**src/rtl/uart_frame_parser_if.sv**
```systemverilog
// Byte-stream bus between the UART receiver, the frame parser and the command layer.
// The parser sits on the slave side; the driver/consumer pair uses the master side.
interface uart_frame_parser_if #(
  parameter int MAX_LEN = 16
);
  localparam int LW = $clog2(MAX_LEN + 1);

  logic [7:0]    pi_data;
  logic          pi_flag;
  logic [7:0]    out_data;
  logic          out_valid;
  logic          out_ready;
  logic          out_last;
  logic [LW-1:0] out_len;
  logic          frame_ok;
  logic          frame_err;
  logic [1:0]    err_code;

  modport master (
    output pi_data, pi_flag, out_ready,
    input  out_data, out_valid, out_last, out_len, frame_ok, frame_err, err_code
  );

  modport slave (
    input  pi_data, pi_flag, out_ready,
    output out_data, out_valid, out_last, out_len, frame_ok, frame_err, err_code
  );
endinterface

```
**src/rtl/uart_frame_parser.sv**
```systemverilog
// Header hunt, length-prefixed payload capture and additive checksum check on a UART
// byte stream; only good frames are replayed as a valid/ready byte stream.
module uart_frame_parser #(
  parameter int         clk_frequence  = 5_000_000,
  parameter int         baud_rate      = 9600,
  parameter logic [7:0] HEADER0        = 8'h55,
  parameter logic [7:0] HEADER1        = 8'hAA,
  parameter int         MAX_LEN        = 16,
  parameter int         TIMEOUT_CYCLES = 20 * clk_frequence / baud_rate
) (
  input  logic                clk,
  input  logic                rst_n,
  uart_frame_parser_if.slave  bus
);

  localparam int LW = $clog2(MAX_LEN + 1);
  localparam int PW = (MAX_LEN > 1) ? $clog2(MAX_LEN) : 1;
  localparam int TW = $clog2(TIMEOUT_CYCLES + 1);

  // The counter reads 0 in the first idle cycle after a strobe, so firing at
  // TIMEOUT_CYCLES-2 puts frame_err exactly TIMEOUT_CYCLES cycles after that strobe.
  localparam logic [TW-1:0] TMO_FIRE  = TW'(TIMEOUT_CYCLES - 2);
  localparam logic [7:0]    MAX_LEN_B = 8'(MAX_LEN);

  typedef enum logic [2:0] {IDLE, HDR1, LEN, PAYLOAD, CSUM, SEND} state_t;

  state_t        state;
  logic [7:0]    buffer [MAX_LEN];
  logic [PW-1:0] wr_ptr;
  logic [PW-1:0] rd_ptr;
  logic [LW-1:0] len;
  logic [LW-1:0] len_m1;
  logic [7:0]    acc;
  logic [TW-1:0] tmo_cnt;
  logic          timed;
  logic          buf_we;
  logic          xfer;

  assign len_m1 = len - LW'(1);
  assign timed  = (state == HDR1) || (state == LEN) || (state == PAYLOAD) || (state == CSUM);
  assign buf_we = (state == PAYLOAD) && bus.pi_flag;
  assign xfer   = bus.out_valid && bus.out_ready;

  always_ff @(posedge clk) begin
    if (buf_we) begin
      buffer[wr_ptr] <= bus.pi_data;
    end
  end

  always_ff @(posedge clk or negedge rst_n) begin
    if (!rst_n) begin
      state         <= IDLE;
      wr_ptr        <= '0;
      rd_ptr        <= '0;
      len           <= '0;
      acc           <= '0;
      tmo_cnt       <= '0;
      bus.out_data  <= '0;
      bus.out_valid <= 1'b0;
      bus.out_last  <= 1'b0;
      bus.out_len   <= '0;
      bus.frame_ok  <= 1'b0;
      bus.frame_err <= 1'b0;
      bus.err_code  <= 2'd0;
    end else begin
      bus.frame_ok  <= 1'b0;
      bus.frame_err <= 1'b0;

      if (timed && !bus.pi_flag) begin
        tmo_cnt <= tmo_cnt + TW'(1);
      end else begin
        tmo_cnt <= '0;
      end

      case (state)
        IDLE: begin
          if (bus.pi_flag && bus.pi_data == HEADER0) begin
            state <= HDR1;
          end
        end

        HDR1: begin
          if (bus.pi_flag) begin
            if (bus.pi_data == HEADER1) begin
              state <= LEN;
            end else if (bus.pi_data != HEADER0) begin
              state <= IDLE;
            end
          end
        end

        LEN: begin
          if (bus.pi_flag) begin
            if (bus.pi_data == 8'd0 || bus.pi_data > MAX_LEN_B) begin
              bus.frame_err <= 1'b1;
              bus.err_code  <= 2'd1;
              state         <= IDLE;
            end else begin
              len    <= LW'(bus.pi_data);
              acc    <= bus.pi_data;
              wr_ptr <= '0;
              state  <= PAYLOAD;
            end
          end
        end

        PAYLOAD: begin
          if (bus.pi_flag) begin
            acc    <= acc + bus.pi_data;
            wr_ptr <= wr_ptr + PW'(1);
            if (LW'(wr_ptr) == len_m1) begin
              state <= CSUM;
            end
          end
        end

        CSUM: begin
          if (bus.pi_flag) begin
            if (bus.pi_data == acc) begin
              bus.out_valid <= 1'b1;
              bus.out_data  <= buffer[0];
              bus.out_last  <= (len == LW'(1));
              bus.out_len   <= len;
              bus.frame_ok  <= 1'b1;
              rd_ptr        <= PW'(1);
              state         <= SEND;
            end else begin
              bus.frame_err <= 1'b1;
              bus.err_code  <= 2'd2;
              state         <= IDLE;
            end
          end
        end

        SEND: begin
          // Bytes arriving while the buffer is being replayed cannot be stored.
          if (bus.pi_flag) begin
            bus.frame_err <= 1'b1;
            bus.err_code  <= 2'd0;
          end
          if (xfer) begin
            if (bus.out_last) begin
              bus.out_valid <= 1'b0;
              bus.out_last  <= 1'b0;
              state         <= IDLE;
            end else begin
              bus.out_data <= buffer[rd_ptr];
              bus.out_last <= (LW'(rd_ptr) == len_m1);
              rd_ptr       <= rd_ptr + PW'(1);
            end
          end
        end

        default: state <= IDLE;
      endcase

      if (timed && !bus.pi_flag && tmo_cnt == TMO_FIRE) begin
        bus.frame_err <= 1'b1;
        bus.err_code  <= 2'd3;
        state         <= IDLE;
      end
    end
  end

endmodule

```
**src/flat_wrapper.sv**
```systemverilog
// flat-port wrapper written by rule: the top's interface ports become plain ports
module uart_frame_parser_flat 
#(
  parameter int         clk_frequence  = 5_000_000,
  parameter int         baud_rate      = 9600,
  parameter logic [7:0] HEADER0        = 8'h55,
  parameter logic [7:0] HEADER1        = 8'hAA,
  parameter int         MAX_LEN        = 16,
  parameter int         TIMEOUT_CYCLES = 20 * clk_frequence / baud_rate
)
  (clk, rst_n, bus_pi_data, bus_pi_flag, bus_out_ready, bus_out_data, bus_out_valid, bus_out_last, bus_out_len, bus_frame_ok, bus_frame_err, bus_err_code);
  uart_frame_parser_if #(.MAX_LEN(MAX_LEN)) bus_i ();
  input  logic clk;
  input  logic rst_n;
  input wire logic [$bits(bus_i.pi_data)-1:0] bus_pi_data;
  input wire logic [$bits(bus_i.pi_flag)-1:0] bus_pi_flag;
  input wire logic [$bits(bus_i.out_ready)-1:0] bus_out_ready;
  output wire logic [$bits(bus_i.out_data)-1:0] bus_out_data;
  output wire logic [$bits(bus_i.out_valid)-1:0] bus_out_valid;
  output wire logic [$bits(bus_i.out_last)-1:0] bus_out_last;
  output wire logic [$bits(bus_i.out_len)-1:0] bus_out_len;
  output wire logic [$bits(bus_i.frame_ok)-1:0] bus_frame_ok;
  output wire logic [$bits(bus_i.frame_err)-1:0] bus_frame_err;
  output wire logic [$bits(bus_i.err_code)-1:0] bus_err_code;
  assign bus_i.pi_data = bus_pi_data;
  assign bus_i.pi_flag = bus_pi_flag;
  assign bus_i.out_ready = bus_out_ready;
  assign bus_out_data = bus_i.out_data;
  assign bus_out_valid = bus_i.out_valid;
  assign bus_out_last = bus_i.out_last;
  assign bus_out_len = bus_i.out_len;
  assign bus_frame_ok = bus_i.frame_ok;
  assign bus_frame_err = bus_i.frame_err;
  assign bus_err_code = bus_i.err_code;
  uart_frame_parser #(.clk_frequence(clk_frequence), .baud_rate(baud_rate), .HEADER0(HEADER0), .HEADER1(HEADER1), .MAX_LEN(MAX_LEN), .TIMEOUT_CYCLES(TIMEOUT_CYCLES)) u_core (.clk(clk), .rst_n(rst_n), .bus(bus_i));
endmodule
```
**config.mk**
```make
export PLATFORM = sky130hd
export DESIGN_NAME = uart_frame_parser_flat
export DESIGN_NICKNAME = d
export VERILOG_FILES = /design/src/rtl/uart_frame_parser_if.sv /design/src/rtl/uart_frame_parser.sv /design/src/flat_wrapper.sv
export SDC_FILE = /design/constraint.sdc
export NUM_CORES = 1
export LEC_CHECK = 0
export CORE_AREA = 2 2 170 172
export DETAILED_ROUTE_END_ITERATION = 7
export DIE_AREA = 0 0 172 174
export PLACE_DENSITY_LB_ADDON = 0.1
export RECOVER_POWER = 100
export SYNTH_ARGS = -nofsm -noshare
export SYNTH_HDL_FRONTEND = slang
export SYNTH_SLANG_ARGS = --single-unit
```
**constraint.sdc**
```tcl
create_clock -name clk -period 2.38 [get_ports clk]
set_input_delay 0.595 -clock clk [delete_from_list [all_inputs] [get_ports clk]]
set_output_delay 0.595 -clock clk [all_outputs]
set_load 0.03 [all_outputs]
```
==> results by group <==
Global route
  – GRT Max-Usage Layer: met2
  – Gr ovfl total: 0
  – GRT Total Usage: 0.147
  – Pin count of the biggest net entering global routing: 37
  – Vias in the first global route: 5,141
  – Global-route wire length before repair: about 32,000 µm
  – Met1 Resource Use GR: 0.206
  – Antenna violations before repair: 0
  – GR Util met2: 0.238
  – Met3 track utilization from global routing: 0.0232

Critical path
  – Critical-path cell list: dlygate4sd2_1 > ha_4 > or4_4 > nor4_4 > nand2_4 > nand2_4 > o21ai_2 > mux2_4
  – Slowest CP cell: or4_4
  – Critical path launch point type: input pin
  – Worst Path Max Fanout: 5
  – Setup Crit Path Kind: in2reg
  – Most frequent CP cell: nand2_4
  – CP top delay family: simple AND/OR/NAND/NOR gates
  – CP peak stage delay: 0.54 ns
  – Crit path DAT: 2.60 ns
  – Crit. End Element: flip-flop
  – CP Buf/Inv Count: 1
  – Worst path required time: ~2.7 ns

Clock tree
  – Htree depth: 4
  – CTS clk-pin slew, worst paths: 0.07 ns
  – CTS tree: yes
  – CTS sink cnt: around 190
  – Clk_lat worst skew: roughly 0.44 ns
  – Total CTS buffers: 17
  – Longest Clk Path Bufs: 2
  – Root buf cell: clkbuf_16

Cells and area
  – Diode count: 0
  – Commonest non-fill, non-tap cell in the layout: edfxtp_1
  – Final nets: 684
  – Final Util: 0.362
  – Most frequent cells in the layout: edfxtp_1, dfrtp_1, nand2_1
  – Layout Cells excl Fill: 1,052
  – Finished Cell Area: 10,200 µm²
  – Layout cells sized above 1: 0.256
  – Area grow syn2layout: 23.4%

Floorplanning
  – Core box area: 28,200 µm²
  – Chip height: between 150 and 200 µm
  – Die X: approximately 170 µm
  – Die area: 29,900 µm²
  – Effective utilization at floorplan: 0.293
  – Row cnt: 62
  – IO Count: 31

Outcome
  – Status: finished, violations left
  – Violated checks: max-capacitance violations, max-slew violations

Timing
  – Worst-Margin Slew: 1.50 ns
  – RSZ-0062 raised after global routing: false
  – Setup total negative slack: 0 ns
  – Clock Skew: 0.0176 ns
  – Final Critical Period: roughly 2.3 ns
  – Fin crit share: 0.957
  – Slew Limit Fails: 21
  – Final Hold Viols: 0
  – Final worst slack: 0.103 ns
  – Rel. slew slack: -0.00309
  – Final count of negative-setup-slack endpoints: 0
  – F_max: roughly 440 MHz

Yosys
  – Area leader, netlist: edfxtp_1
  – Synth Register Bits: 185
  – Post-synthesis average cell area: approximately 15 µm²
  – Top cell type's share of synthesized area: 0.465
  – Post-synth EDFFs: 128
  – Async set-or-reset flop fraction in the synthesized netlist: 0.308
  – Distinct cell type count after synthesis: 58
  – Seq/Total Area, Yosys: 0.637
  – Cell Area, Synth: just over 8000 µm²
  – Ys Warns: 0
  – Main synth FF type: edfxtp_1
  – Syn nets: 581
  – Synth Instances: 552
  – Synth area leaders: edfxtp_1, dfrtp_1, mux4_2

Placed design
  – Placed cells: around 1k
  – Dpl hpwl: 14,400 µm
  – IO buf count: 30
  – RePlAce Congestion: ~0.74
  – DP Area: approximately 9700 µm²
  – Pre-CTS WS: -0.696 ns

Drt
  – Routed WL per cell: approximately 20 µm
  – Via Count: between 5k and 6k
  – Vias/cell: 4.77
  – Drt total wl: 20,900 µm
  – Antenna viol nets, final: 0
  – Iteration-0 DRC Markers: around 280
  – Number of detailed-routing iterations run before antenna repair: 6
  – Post-route DRC: 0

Min path
  – Worst hold path class: reg2reg

Power and ir drop
  – Pwr Density: 825 nW/µm²
  – Worst vdd ir: 0.507 mV
  – Leak: 3.80 nW

Job
  – Max-Cap Viols: 1
==> flip-flops by register name (all words and copies together), names as in the netlist, 2 cells and up <==
register and count:
u_core.bus.err_code 2, u_core.wr_ptr 4, u_core.state 3, u_core.bus.out_data 8
u_core.len 5, u_core.acc 8, u_core.tmo_cnt 14, u_core.buffer 128
u_core.rd_ptr 4, u_core.bus.out_len 5
==> cell families (layout without fill, tap and decap cells) <==
logic type | count (synthesis) | in the layout | synth area share
AND/OR/NAND/NOR | 166 | 166 | 0.104
buffers and inverters | 37 | 152 | 0.0203
AO/OA/AOI/OAI | 64 | 65 | 0.0501
multiplexers | 59 | 59 | 0.137
adder cells (fa/ha/maj) | 17 | 17 | 0.0266
XOR/XNOR | 24 | 24 | 0.0254
flip-flops | 185 | 185 | 0.637
==> layer usage <==
layer	routed length (µm)	up-vias
li1	-	2336
met1	9800	2581
met2	10200	88
met3	668	13
met4	155	0
met5	0	-
==> final timing paths <==
check	start	depth (start not counted)	slack (ns)	endpoint
worst max-delay path	bus_pi_data[1]	8	0.10	u_core.bus.out_data[6]$_DFFE_PN0P_
worst min-delay path	u_core.bus.err_code[1]$_DFFE_PN0P_	1	0.49	u_core.bus.err_code[1]$_DFFE_PN0P_
worst max register to register	u_core.acc[6]$_DFFE_PN0P_	7	0.11	u_core.bus.out_data[6]$_DFFE_PN0P_
worst min register to register	u_core.bus.err_code[1]$_DFFE_PN0P_	1	0.49	u_core.bus.err_code[1]$_DFFE_PN0P_
max in group asynchronous	rst_n	2	0.83	u_core.bus.out_data[5]$_DFFE_PN0P_
min in group asynchronous	rst_n	1	0.51	u_core.bus.out_data[7]$_DFFE_PN0P_
==> cell type report <==
cell class | instances | area, µm²
clock buffer | 18 | 429
clock inverter | 14 | 206
fill | 2743 | 18000
inverter | 17 | 63.8
multi-input combinational | 331 | 2930
sequential | 185 | 5270
tap | 384 | 480
timing repair buffer | 103 | 831
==> cells in the mapped netlist (2+ instances only) <==
master	n
edfxtp_1	128
dfrtp_1	57
nand2_1	51
mux4_2	40
nor2_1	38
o21ai_0	28
inv_1	17
ha_1	16
xor2_1	15
nor4_1	14
clkbuf_1	13
nand4_1	10
mux2_2	9
xnor2_1	9
and3_1	8
nand3_1	7
or3_1	7
a21oi_1	6
mux2_4	6
nor2b_1	5
nor3_1	5
a21o_1	4
mux2i_1	4
o21a_1	4
a211oi_1	3
buf_6	3
nand2b_1	3
o31ai_1	3
or4_1	3
a21boi_0	2
a22o_1	2
a31oi_1	2
buf_2	2
nand2_4	2
nor3_2	2
o311ai_0	2
==> power by group <==
part / total [mW] / switching [mW] / internal [mW]
Sequential: 3.70 / 0.129 / 3.57
Combinational: 1.71 / 0.934 / 0.771
Clock: 3.02 / 1.40 / 1.62
Total: 8.42 / 2.46 / 5.96
==> stage by stage <==
stage                     power [mW]  hold WS (ns)
after floorplan                 4.86         0.299
after global placement          5.54         0.473
after detailed placement        5.55         0.482
after CTS                       8.60         0.188
after global routing            8.81         0.521
final                           8.42         0.487
==> timing repair <==
action	CTS	global route
gates cloned	1	0
pin swaps	4	2
endpoints found under the setup margin	31	19
buffers inserted	0	0
resized for setup	16	6
hold buffers	0	0
Power figures use the tool's default switching activity.
